===== config.mk =====
export PLATFORM = sky130hd
export DESIGN_NAME = rocketcpu_param_smoother_flat
export DESIGN_NICKNAME = d
export VERILOG_FILES = /design/src/rtl/rocketcpu_param_smoother_pkg.sv /design/src/rtl/rocketcpu_param_smoother_if.sv /design/src/rtl/rocketcpu_slew_step.sv /design/src/rtl/rocketcpu_param_smoother.sv /design/src/flat_wrapper.sv
export SDC_FILE = /design/constraint.sdc
export NUM_CORES = 2
export LEC_CHECK = 0
export CELL_PAD_IN_SITES_DETAIL_PLACEMENT = 1
export CELL_PAD_IN_SITES_GLOBAL_PLACEMENT = 1
export CORE_AREA = 2 2 447 449
export DETAILED_ROUTE_END_ITERATION = 10
export DIE_AREA = 0 0 449 451
export MAX_ROUTING_LAYER = met4
export PLACE_DENSITY = 0.59
export SYNTH_ARGS = -nofsm -noshare
export SYNTH_HDL_FRONTEND = slang
export SYNTH_SLANG_ARGS = --single-unit
export TNS_END_PERCENT = 20

===== constraint.sdc =====
create_clock -name i_wb_clk -period 22.8 [get_ports i_wb_clk]
set_input_delay 5.7 -clock i_wb_clk [delete_from_list [all_inputs] [get_ports i_wb_clk]]
set_output_delay 5.7 -clock i_wb_clk [all_outputs]
set_load 0.01 [all_outputs]

===== src/rtl/rocketcpu_param_smoother_pkg.sv =====
// Shared constants for the audio parameter smoother and the SoC param bus.
package rocketcpu_param_smoother_pkg;
    localparam int RKT_N_PARAMS    = 18;
    localparam int RKT_PARAM_WIDTH = 32;
    localparam int RKT_SHIFT       = 4;

    typedef logic [RKT_PARAM_WIDTH-1:0] param_t;
endpackage


===== src/rtl/rocketcpu_param_smoother_if.sv =====
// Param bus between the CPU register block (master) and the smoother (slave).
interface rocketcpu_param_smoother_if
    import rocketcpu_param_smoother_pkg::*;
#(
    parameter int N_PARAMS = RKT_N_PARAMS,
    parameter int WIDTH    = RKT_PARAM_WIDTH
);
    logic [N_PARAMS*WIDTH-1:0] i_param;
    logic                      i_tick;
    logic                      i_snap;
    logic [N_PARAMS*WIDTH-1:0] o_param;
    logic                      o_busy;
    logic                      o_done;
    logic                      o_overrun;

    modport master (output i_param, i_tick, i_snap,
                    input  o_param, o_busy, o_done, o_overrun);
    modport slave  (input  i_param, i_tick, i_snap,
                    output o_param, o_busy, o_done, o_overrun);
endinterface


===== src/rtl/rocketcpu_slew_step.sv =====
// One exponential smoothing step with a 1 LSB minimum move; never overshoots or wraps.
module rocketcpu_slew_step
    import rocketcpu_param_smoother_pkg::*;
#(
    parameter int WIDTH = RKT_PARAM_WIDTH,
    parameter int SHIFT = RKT_SHIFT
) (
    input  logic [WIDTH-1:0] cur,
    input  logic [WIDTH-1:0] tgt,
    output logic [WIDTH-1:0] next
);
    logic signed [WIDTH:0] diff;
    logic signed [WIDTH:0] s;
    logic signed [WIDTH:0] sum;
    logic                  sum_unused_msb;

    always_comb begin
        diff = $signed({1'b0, tgt}) - $signed({1'b0, cur});
        s    = diff >>> SHIFT;
        sum  = $signed({1'b0, cur}) + s;
        next = cur;
        // s rounds toward -inf, so only a small positive diff yields s==0;
        // a small negative diff yields s==-1, which the general add covers.
        if (diff == '0)
            next = cur;
        else if (s == '0)
            next = cur + WIDTH'(1);
        else
            next = sum[WIDTH-1:0];
    end

    assign sum_unused_msb = sum[WIDTH];
endmodule


===== src/rtl/rocketcpu_param_smoother.sv =====
// Tick-driven sweep that slews each audio parameter toward its CPU-written target.
module rocketcpu_param_smoother
    import rocketcpu_param_smoother_pkg::*;
#(
    parameter int                  N_PARAMS    = RKT_N_PARAMS,
    parameter int                  WIDTH       = RKT_PARAM_WIDTH,
    parameter int                  SHIFT       = RKT_SHIFT,
    parameter logic [N_PARAMS-1:0] BYPASS_MASK = '0
) (
    input  logic                              i_wb_clk,
    input  logic                              reset,
    rocketcpu_param_smoother_if.slave         bus
);
    localparam int CH_W = (N_PARAMS > 1) ? $clog2(N_PARAMS) : 1;
    localparam logic [CH_W-1:0] LAST_CH = CH_W'(N_PARAMS - 1);

    localparam logic [0:0] IDLE  = 1'b0;
    localparam logic [0:0] SWEEP = 1'b1;

    logic [0:0]                     state;
    logic [CH_W-1:0]                ch;
    logic                           pending;
    logic                           done_q;
    logic                           overrun_q;
    logic [N_PARAMS-1:0][WIDTH-1:0] cur_q;
    logic [N_PARAMS-1:0][WIDTH-1:0] tgt;
    logic [WIDTH-1:0]               step_next;

    assign tgt = bus.i_param;

    rocketcpu_slew_step #(.WIDTH(WIDTH), .SHIFT(SHIFT)) u_step (
        .cur  (cur_q[ch]),
        .tgt  (tgt[ch]),
        .next (step_next)
    );

    always_ff @(posedge i_wb_clk or posedge reset) begin
        if (reset) begin
            state     <= IDLE;
            ch        <= '0;
            pending   <= 1'b0;
            done_q    <= 1'b0;
            overrun_q <= 1'b0;
        end else begin
            done_q    <= 1'b0;
            overrun_q <= 1'b0;
            case (state)
                IDLE: begin
                    // snap takes priority and swallows a coincident tick
                    if (!bus.i_snap && bus.i_tick) begin
                        state <= SWEEP;
                        ch    <= '0;
                    end
                end
                SWEEP: begin
                    if (bus.i_snap) begin
                        state   <= IDLE;
                        ch      <= '0;
                        pending <= 1'b0;
                    end else begin
                        if (bus.i_tick)
                            overrun_q <= 1'b1;
                        if (ch == LAST_CH) begin
                            // a tick on the final edge chains straight into the next sweep
                            done_q  <= 1'b1;
                            ch      <= '0;
                            pending <= 1'b0;
                            state   <= (pending || bus.i_tick) ? SWEEP : IDLE;
                        end else begin
                            ch <= ch + CH_W'(1);
                            if (bus.i_tick)
                                pending <= 1'b1;
                        end
                    end
                end
                default: state <= IDLE;
            endcase
        end
    end

    always_ff @(posedge i_wb_clk or posedge reset) begin
        if (reset) begin
            cur_q <= '0;
        end else begin
            for (int k = 0; k < N_PARAMS; k++) begin
                if (BYPASS_MASK[k] || bus.i_snap)
                    cur_q[k] <= tgt[k];
                else if (state == SWEEP && ch == CH_W'(k))
                    cur_q[k] <= step_next;
            end
        end
    end

    assign bus.o_param   = cur_q;
    assign bus.o_busy    = (state == SWEEP);
    assign bus.o_done    = done_q;
    assign bus.o_overrun = overrun_q;
endmodule


===== src/flat_wrapper.sv =====
// flat-port wrapper written by rule: the top's interface ports become plain ports
module rocketcpu_param_smoother_flat import rocketcpu_param_smoother_pkg::*;
#(
    parameter int                  N_PARAMS    = RKT_N_PARAMS,
    parameter int                  WIDTH       = RKT_PARAM_WIDTH,
    parameter int                  SHIFT       = RKT_SHIFT,
    parameter logic [N_PARAMS-1:0] BYPASS_MASK = '0
)
  (i_wb_clk, reset, bus_i_param, bus_i_tick, bus_i_snap, bus_o_param, bus_o_busy, bus_o_done, bus_o_overrun);
  rocketcpu_param_smoother_if #(.N_PARAMS(N_PARAMS), .WIDTH(WIDTH)) bus_i ();
  input  logic i_wb_clk;
  input  logic reset;
  input wire logic [$bits(bus_i.i_param)-1:0] bus_i_param;
  input wire logic [$bits(bus_i.i_tick)-1:0] bus_i_tick;
  input wire logic [$bits(bus_i.i_snap)-1:0] bus_i_snap;
  output wire logic [$bits(bus_i.o_param)-1:0] bus_o_param;
  output wire logic [$bits(bus_i.o_busy)-1:0] bus_o_busy;
  output wire logic [$bits(bus_i.o_done)-1:0] bus_o_done;
  output wire logic [$bits(bus_i.o_overrun)-1:0] bus_o_overrun;
  assign bus_i.i_param = bus_i_param;
  assign bus_i.i_tick = bus_i_tick;
  assign bus_i.i_snap = bus_i_snap;
  assign bus_o_param = bus_i.o_param;
  assign bus_o_busy = bus_i.o_busy;
  assign bus_o_done = bus_i.o_done;
  assign bus_o_overrun = bus_i.o_overrun;
  rocketcpu_param_smoother #(.N_PARAMS(N_PARAMS), .WIDTH(WIDTH), .SHIFT(SHIFT), .BYPASS_MASK(BYPASS_MASK)) u_core (.i_wb_clk(i_wb_clk), .reset(reset), .bus(bus_i));
endmodule

# After elaboration in Yosys (flattened, before gate mapping)
# Cells that the tools add are included.
word_totals:
  register_bits: 585
  input_bits: 580
  output_inout_bits: 579
  word_cells: 151
op_classes:
  add_sub_neg: 4
  magnitude_cmp: 1
  eq_ne: 18
  n_mux: 60
  bitwise_logic: 1
  reduce_logical: 44
ops:
  columns: ["operator", "n"]
  rows:
  - ["2-to-1 mux 32 bit", 40]
  - ["binary-select mux 32 bit (select 5 bit)", 2]
  - ["zero test 33 bit", 2]
  - ["equality test 5 x 4 -> 1 bit, second input constant", 8]
  - ["nonzero test 2 bit", 18]
  - ["subtractor 32 x 32 -> 33 bit", 1]
  - ["adder 32 x 1 -> 32 bit, second input constant", 1]
  - ["adder 32 x 29 -> 32 bit", 1]
  - ["equality test 5 x 3 -> 1 bit, second input constant", 4]
  - ["logical AND 1 bit", 19]
  - ["2-to-1 mux 5 bit", 3]
  - ["2-to-1 mux 1 bit", 13]
  - ["equality test 5 x 2 -> 1 bit, second input constant", 2]
  - ["equality test 5 bit, second input constant", 2]
  - ["one-hot mux 5 bit (2 select lines)", 1]
  - ["< comparator 5 x 6 -> 1 bit, second input constant", 1]
  - ["adder 5 x 1 -> 5 bit, second input constant", 1]
  - ["equality test 5 x 1 -> 1 bit, second input constant", 1]
  - ["zero test 5 bit", 1]
  - ["nonzero test 3 bit", 1]
  - ["inequality test 2 x 1 -> 1 bit, second input constant", 1]
  - ["one-hot mux 1 bit (2 select lines)", 1]
  - ["AND reduction 2 bit", 1]
  - ["zero test 1 bit", 1]
  - ["other kinds (2)", 2]

# Depth between registers and ports, before layout
depth:
  ltp_word: 8
  depth_mapped: 39
  depth_no_buf: 27

# Hierarchy
# A second synthesis with hierarchy kept.
unflattened:
  cells_unflattened: 4645
  area_unflattened_um2: 42040.3
by_module_without_submodules:
  columns: ["mod", "n_inst", "cells_per_inst", "area_each_um2", "seq_area_each_um2"]
  rows:
  - ["rocketcpu_param_smoother", 1, 3878, 37030.5, 14639.0]
  - ["rocketcpu_slew_step", 1, 767, 5009.8, 0.0]

# Worst setup path before layout
# OpenSTA, ideal clock, no wires.
synth_timing:
  path_kind: "input -> register"
  from: "in bus_i_param[237]"
  to: "reg u_core.cur_q (netlist bit u_core.bus.o_param[159])"
  setup_ps: 135
  t_arrival_ps: 11039
  required_ps: 22665
  path_slack_ps: 11627
  path_stages: 27
  n_path_buf: 3
  path_cell_list: "mux4_2 > mux4_2 > nand2_1 > o21ai_0 > ha_1 > buf_2 > nand4_1 > or3_1 > a31o_1 > a21o_1 > o21a_1 > nor2_1 > nor2_1 > o21ai_0 > xor2_1 > ha_1 > clkbuf_1 > or4_1 > nand4_1 > nand3_1 > a41oi_1 > o21ai_0 > xnor2_1 > or3_1 > o211ai_2 > buf_2 > o31ai_1"
synth_between:
  elab_chain_cells: 8
synth_lines:
  columns: ["item", "line_no", "source"]
  rows:
  - ["start, declared", "flat_wrapper.sv:13", "input wire logic [$bits(bus_i.i_param)-1:0] bus_i_param;"]
  - ["binary-select mux 32 bit (select 5 bit) (*)", "rocketcpu_param_smoother.sv:33", ".tgt (tgt[ch]),"]
  - ["2-to-1 mux 32 bit (not written as such) (*)", "rocketcpu_param_smoother.sv:33", null]
  - ["subtractor 32 x 32 -> 33 bit (*)", "rocketcpu_slew_step.sv:18", "diff = $signed({1'b0, tgt}) - $signed({1'b0, cur});"]
  - ["adder 32 x 29 -> 32 bit or zero test 33 bit (tied branches)", "rocketcpu_slew_step.sv:20, rocketcpu_slew_step.sv:26", null]
  - ["2-to-1 mux 32 bit", "rocketcpu_slew_step.sv:26", "else if (s == '0)"]
  - ["2-to-1 mux 32 bit (*)", "rocketcpu_slew_step.sv:24", "if (diff == '0)"]
  - ["2-to-1 mux 32 bit (*)", "rocketcpu_param_smoother.sv:88", "else if (state == SWEEP && ch == CH_W'(k))"]
  - ["2-to-1 mux 32 bit (*)", "rocketcpu_param_smoother.sv:86", "if (BYPASS_MASK[k] || bus.i_snap)"]
  - ["end signal, assigned by index", "rocketcpu_param_smoother.sv:87", "cur_q[k] <= tgt[k];"]
  - ["end signal, assigned by index", "rocketcpu_param_smoother.sv:89", "cur_q[k] <= step_next;"]
  - ["end, declared", "rocketcpu_param_smoother.sv:25", "logic [N_PARAMS-1:0][WIDTH-1:0] cur_q;"]
# Every way passes the cells marked *; elsewhere a longest branch is shown, timed or not. The select of a mux whose other input is x is not followed.
# A chain may end at the register's enable or synchronous reset.

# Worst setup path in the final report
layout_timing:
  from: "in bus_i_param[225]"
  to: "reg u_core.cur_q (netlist bit u_core.bus.o_param[572])"
# Same word-level chain as after synthesis.

==> impl_results.rst <==
.. list-table::
   :header-rows: 1

   * - Metric
     - Value
   * - Outcome
     - finished, final reports clean
   * - Critical path arrival
     - 13080 ps
   * - Core occupancy in the finished layout
     - 29.5%
   * - Global-route total usage across every layer
     - 32.9%
   * - Routed WL
     - 335 mm
   * - Total via count in the routed design
     - 45900
   * - Post-synthesis sequential area ratio
     - 35.1%
   * - Hold buffer count at CTS
     - 0
   * - Relative slew margins
     - 6.76%
   * - Maximum level of the CTS H-tree
     - 3
   * - Sink of the worst hold path
     - u_core.pending$_DFFE_PP0P_
   * - Post-cts repair resize count
     - 0
   * - Mean post-synth cell area
     - 9.67 um2
   * - DIE AREA
     - 0.202 mm2
   * - Number of DRC markers after the initial detailed-route iteration
     - 5694
   * - Power density normalized to cell area
     - 146 mW/mm2
   * - Detailed Routing Iterations Pass 1
     - 6
   * - Post-CTS Setup Bufs
     - 0
   * - Final setup slack of the worst path
     - 10270 ps
   * - Floorplan die height
     - 451 um
   * - Dominant synthesized flop cell
     - sky130_fd_sc_hd__dfrtp_1
   * - Fraction of registers with async set or reset after synthesis
     - 100%
   * - Final number of setup-violating endpoints
     - 0
   * - Number of vias per cell
     - 5.69
   * - Routability Congestion
     - 1.02
   * - Area fraction in and, or, nand and nor cells after synthesis
     - 14.6%
   * - Layout-stage area growth over the synthesis result
     - 40.5%
   * - Destination of the worst register-to-register timing path
     - u_core.bus.o_param[155]$_DFFE_PP0P_
   * - Crit share post-route
     - 55.0%
   * - Insertion delay of the later-clocked pin in the worst-skew pair
     - 760 ps
   * - Total global routing overflow
     - 0
   * - Final number of hold-violating endpoints
     - 0
   * - Clock tree root buffer cell
     - sky130_fd_sc_hd__clkbuf_16
   * - Port bufs
     - 1158
   * - Critical path peak fanout
     - 18
   * - Net count after synthesis
     - 4960
   * - Core area
     - 0.198 mm2
   * - Class of the most critical hold timing path
     - flip-flop to flip-flop
   * - Min Tclk post-route
     - 12530 ps
   * - Share of layout cells above drive strength 1
     - 11.5%
   * - Count of final max-slew check failures
     - 0
   * - Detailed placer's ending HPWL
     - 263 mm
   * - First-pass GRT wire length
     - 443 mm
   * - Routed wirelength normalized by instance count
     - 41.6 um
   * - Max Freq
     - 0.0798 GHz
   * - CP startpoint kind
     - primary input
   * - Clock slew seen by the registers of the worst setup and hold paths
     - 60 ps
   * - Setup repair after global routing missed its margin
     - false
   * - CTS tree
     - built
   * - Number of max-cap violations
     - 0
   * - Required arrival time at the worst endpoint
     - 23340 ps
   * - Initial core utilization
     - 21.0%
   * - Count of state elements after synthesis
     - 585
   * - Mux contribution to synthesized area
     - 20.1%
   * - Compound-cell area share of the yosys netlist
     - 20.8%
   * - Setup slack after placement
     - 9580 ps
   * - Maximum count of clock buffers along a single path
     - 3
   * - Adder-cell share of the synthesized area
     - 2.17%
   * - Total leakage power
     - 22.8 nW
   * - Post-layout total power
     - 0.00855 W
   * - Critical Path End Type
     - flip-flop
   * - Combinational family with the most area after synthesis
     - compound AO/OA/AOI/OAI gates
   * - Number of cells on the worst hold path
     - 2
   * - Number of sinks on the clock net
     - 585
   * - Post-layout net count
     - 5920
   * - Maximum resistive drop on vdd
     - 0.000234 V
   * - Antenna-violating nets left
     - 0
   * - Pin count of the biggest net entering global routing
     - 138
   * - Residual DRC count
     - 0
   * - Number of I/O pins
     - 1159
   * - Mapped Cells
     - 4309
   * - Count of unique library cells instantiated by Yosys
     - 104
   * - Synthesized-area fraction occupied by xor and xnor cells
     - 1.72%
   * - Setup Skew
     - 60.3 ps
   * - Worst reg2reg setup slack
     - 12500 ps
   * - Actual transition at the worst max-transition pin
     - 1360 ps
   * - Startpoint of the worst hold path
     - u_core.pending$_DFFE_PP0P_
   * - Crit path kind
     - primary input to flip-flop
   * - Antenna violations before repair
     - 99
   * - Number of enable-type register cells in the synthesized netlist
     - 0
   * - Netlist area before placement
     - 0.0417 mm2
   * - Chip Width
     - 449 um
   * - FF-to-FF path depth
     - 25
   * - Setup TNS
     - 0 ps
   * - Vias in the first global route
     - 45500
   * - Total clock buffers created by CTS
     - 83
   * - Row count
     - 164
   * - Source of the worst register-to-register timing path
     - u_core.ch[0]$_DFFE_PP0P_
   * - Yosys Warn Count
     - 0
-- worst max-delay path: stages --
cell	delay [ps]
sky130_fd_sc_hd__clkdlybuf4s50_1	470
sky130_fd_sc_hd__mux4_2	470
sky130_fd_sc_hd__mux2_2	390
sky130_fd_sc_hd__a21oi_1	530
sky130_fd_sc_hd__o22a_1	280
sky130_fd_sc_hd__inv_1	60
sky130_fd_sc_hd__ha_1	280
sky130_fd_sc_hd__nor2b_1	160
sky130_fd_sc_hd__o2111ai_1	240
sky130_fd_sc_hd__nand3_1	220
sky130_fd_sc_hd__a41oi_1	300
sky130_fd_sc_hd__xor2_1	390
sky130_fd_sc_hd__inv_1	100
sky130_fd_sc_hd__ha_1	370
sky130_fd_sc_hd__and3_1	160
sky130_fd_sc_hd__and3_1	190
sky130_fd_sc_hd__o311ai_0	590
sky130_fd_sc_hd__a211oi_1	240
sky130_fd_sc_hd__o21ai_0	210
sky130_fd_sc_hd__o2111ai_1	180
sky130_fd_sc_hd__a21oi_1	190
sky130_fd_sc_hd__o21ai_0	120
sky130_fd_sc_hd__xor2_1	180
sky130_fd_sc_hd__mux2i_4	800
sky130_fd_sc_hd__o21ai_0	230
-- Yosys cell counts, drive strengths merged (8+ instances only) --
cell       n  area [um2]
nor4      13         109
mux2i    162        1780
xnor2     61         542
a22oi     15         113
a211oi    16         133
a21oi    191         971
nand2    520        1950
a21o      45         345
nand4     20         168
nand2b     8        50.1
or3       11        68.8
and2      15        93.8
o21ai    647        3270
buf      162        1180
nor3      32         180
nor2     367        1390
nor2b     17         114
nand3     50         260
ha        69         863
a2bb2oi   74         648
o211ai    11        92.6
o22ai     11        68.8
o21bai    10        75.1
and3     220        1380
a221o    166        1660
mux4     275        6290
dfrtp    585       14600
o21a      15         113
xor2      20         175
a31oi     25         156
clkbuf   232         871
inv       61         229
mux2      24         285
o31ai     42         315
a22o      11        96.3
-- where the power goes --
part           switching (W)  leakage (nW)  internal, W
Clock               0.000591          1.33     0.000788
Combinational        0.00426          14.4      0.00156
Sequential          0.000187          7.04      0.00116
Total                0.00504          22.8      0.00351
-- state kept, by name, indices dropped and copies added, names as in the netlist --
register              cells
u_core.bus.o_overrun      1
u_core.pending            1
u_core.bus.o_busy         1
u_core.bus.o_param      576
u_core.ch                 5
u_core.bus.o_done         1
-- worst max-delay path by stage --
stage                     start                                   to  slack [ps]  cells past startpoint
2_1_floorplan             reset          u_core.bus.o_busy$_DFF_PP0_         730                      1
3_3_place_gp   bus_i_param[417]  u_core.bus.o_param[572]$_DFFE_PP0P_        9560                     25
3_5_place_dp   bus_i_param[142]  u_core.bus.o_param[155]$_DFFE_PP0P_        9580                     24
4_1_cts        bus_i_param[142]  u_core.bus.o_param[155]$_DFFE_PP0P_       10360                     24
5_1_grt        bus_i_param[454]  u_core.bus.o_param[572]$_DFFE_PP0P_        9900                     24
6_report       bus_i_param[225]  u_core.bus.o_param[572]$_DFFE_PP0P_       10270                     25
-- per-stage QoR --
step | instances | hold WS [ps] | instance area, um2
4_1_cts | 7984 | 501 | 58300
3_3_place_gp | 7840 | 475 | 55600
6_report | 8065 | 502 | 58500
5_1_grt | 8058 | 550 | 58500
2_1_floorplan | 4309 | 457 | 41700
3_5_place_dp | 7840 | 488 | 55600
-- cell type report --
type | instances | area [um2]
multi-input cells | 3268 | 24900
flip-flops and latches | 585 | 14700
inverters | 62 | 250
diodes | 81 | 203
clock buffers | 120 | 2400
fillers | 22700 | 140000
clock inverters | 24 | 342
well taps | 2656 | 3320
repair buffers | 1269 | 12500
-- cell families (layout without fill, tap and decap cells) --
| family | count (synthesis) | after routing |
|---|---|---|
| simple gates | 1310 | 1310 |
| other cells | 0 | 81 |
| buf+inv | 456 | 1475 |
| compound gates | 1345 | 1345 |
| mux | 461 | 461 |
| flops | 585 | 585 |
| fa+ha+maj | 71 | 71 |
| xor+xnor | 81 | 81 |
-- cell usage in the layout (no fill, tap or decap), types with 56 or more instances in the layout --
master	Yosys	final
sky130_fd_sc_hd__nand2_1	519	512
sky130_fd_sc_hd__diode_2	0	81
sky130_fd_sc_hd__mux2i_1	140	140
sky130_fd_sc_hd__a2bb2oi_1	74	74
sky130_fd_sc_hd__mux4_2	250	250
sky130_fd_sc_hd__nor2_1	366	361
sky130_fd_sc_hd__a221o_1	166	166
sky130_fd_sc_hd__inv_1	58	56
sky130_fd_sc_hd__dfrtp_1	585	581
sky130_fd_sc_hd__and3_1	219	218
sky130_fd_sc_hd__clkdlybuf4s50_1	0	1157
sky130_fd_sc_hd__a21oi_1	189	189
sky130_fd_sc_hd__o21ai_0	597	597
sky130_fd_sc_hd__ha_1	69	69
sky130_fd_sc_hd__buf_4	27	109
sky130_fd_sc_hd__clkbuf_16	0	84
sky130_fd_sc_hd__xnor2_1	60	60
-- per-layer routing --
layer | track usage [%] | part of all wire [%] | vias up
met5 | - | 0 | -
met4 | 16.1 | 5.2 | 0
met3 | 9.58 | 11 | 489
met2 | 46.1 | 42 | 2837
met1 | 43.1 | 42 | 24300
li1 | - | - | 18200
No activity file was read; power rests on OpenSTA's default activity.
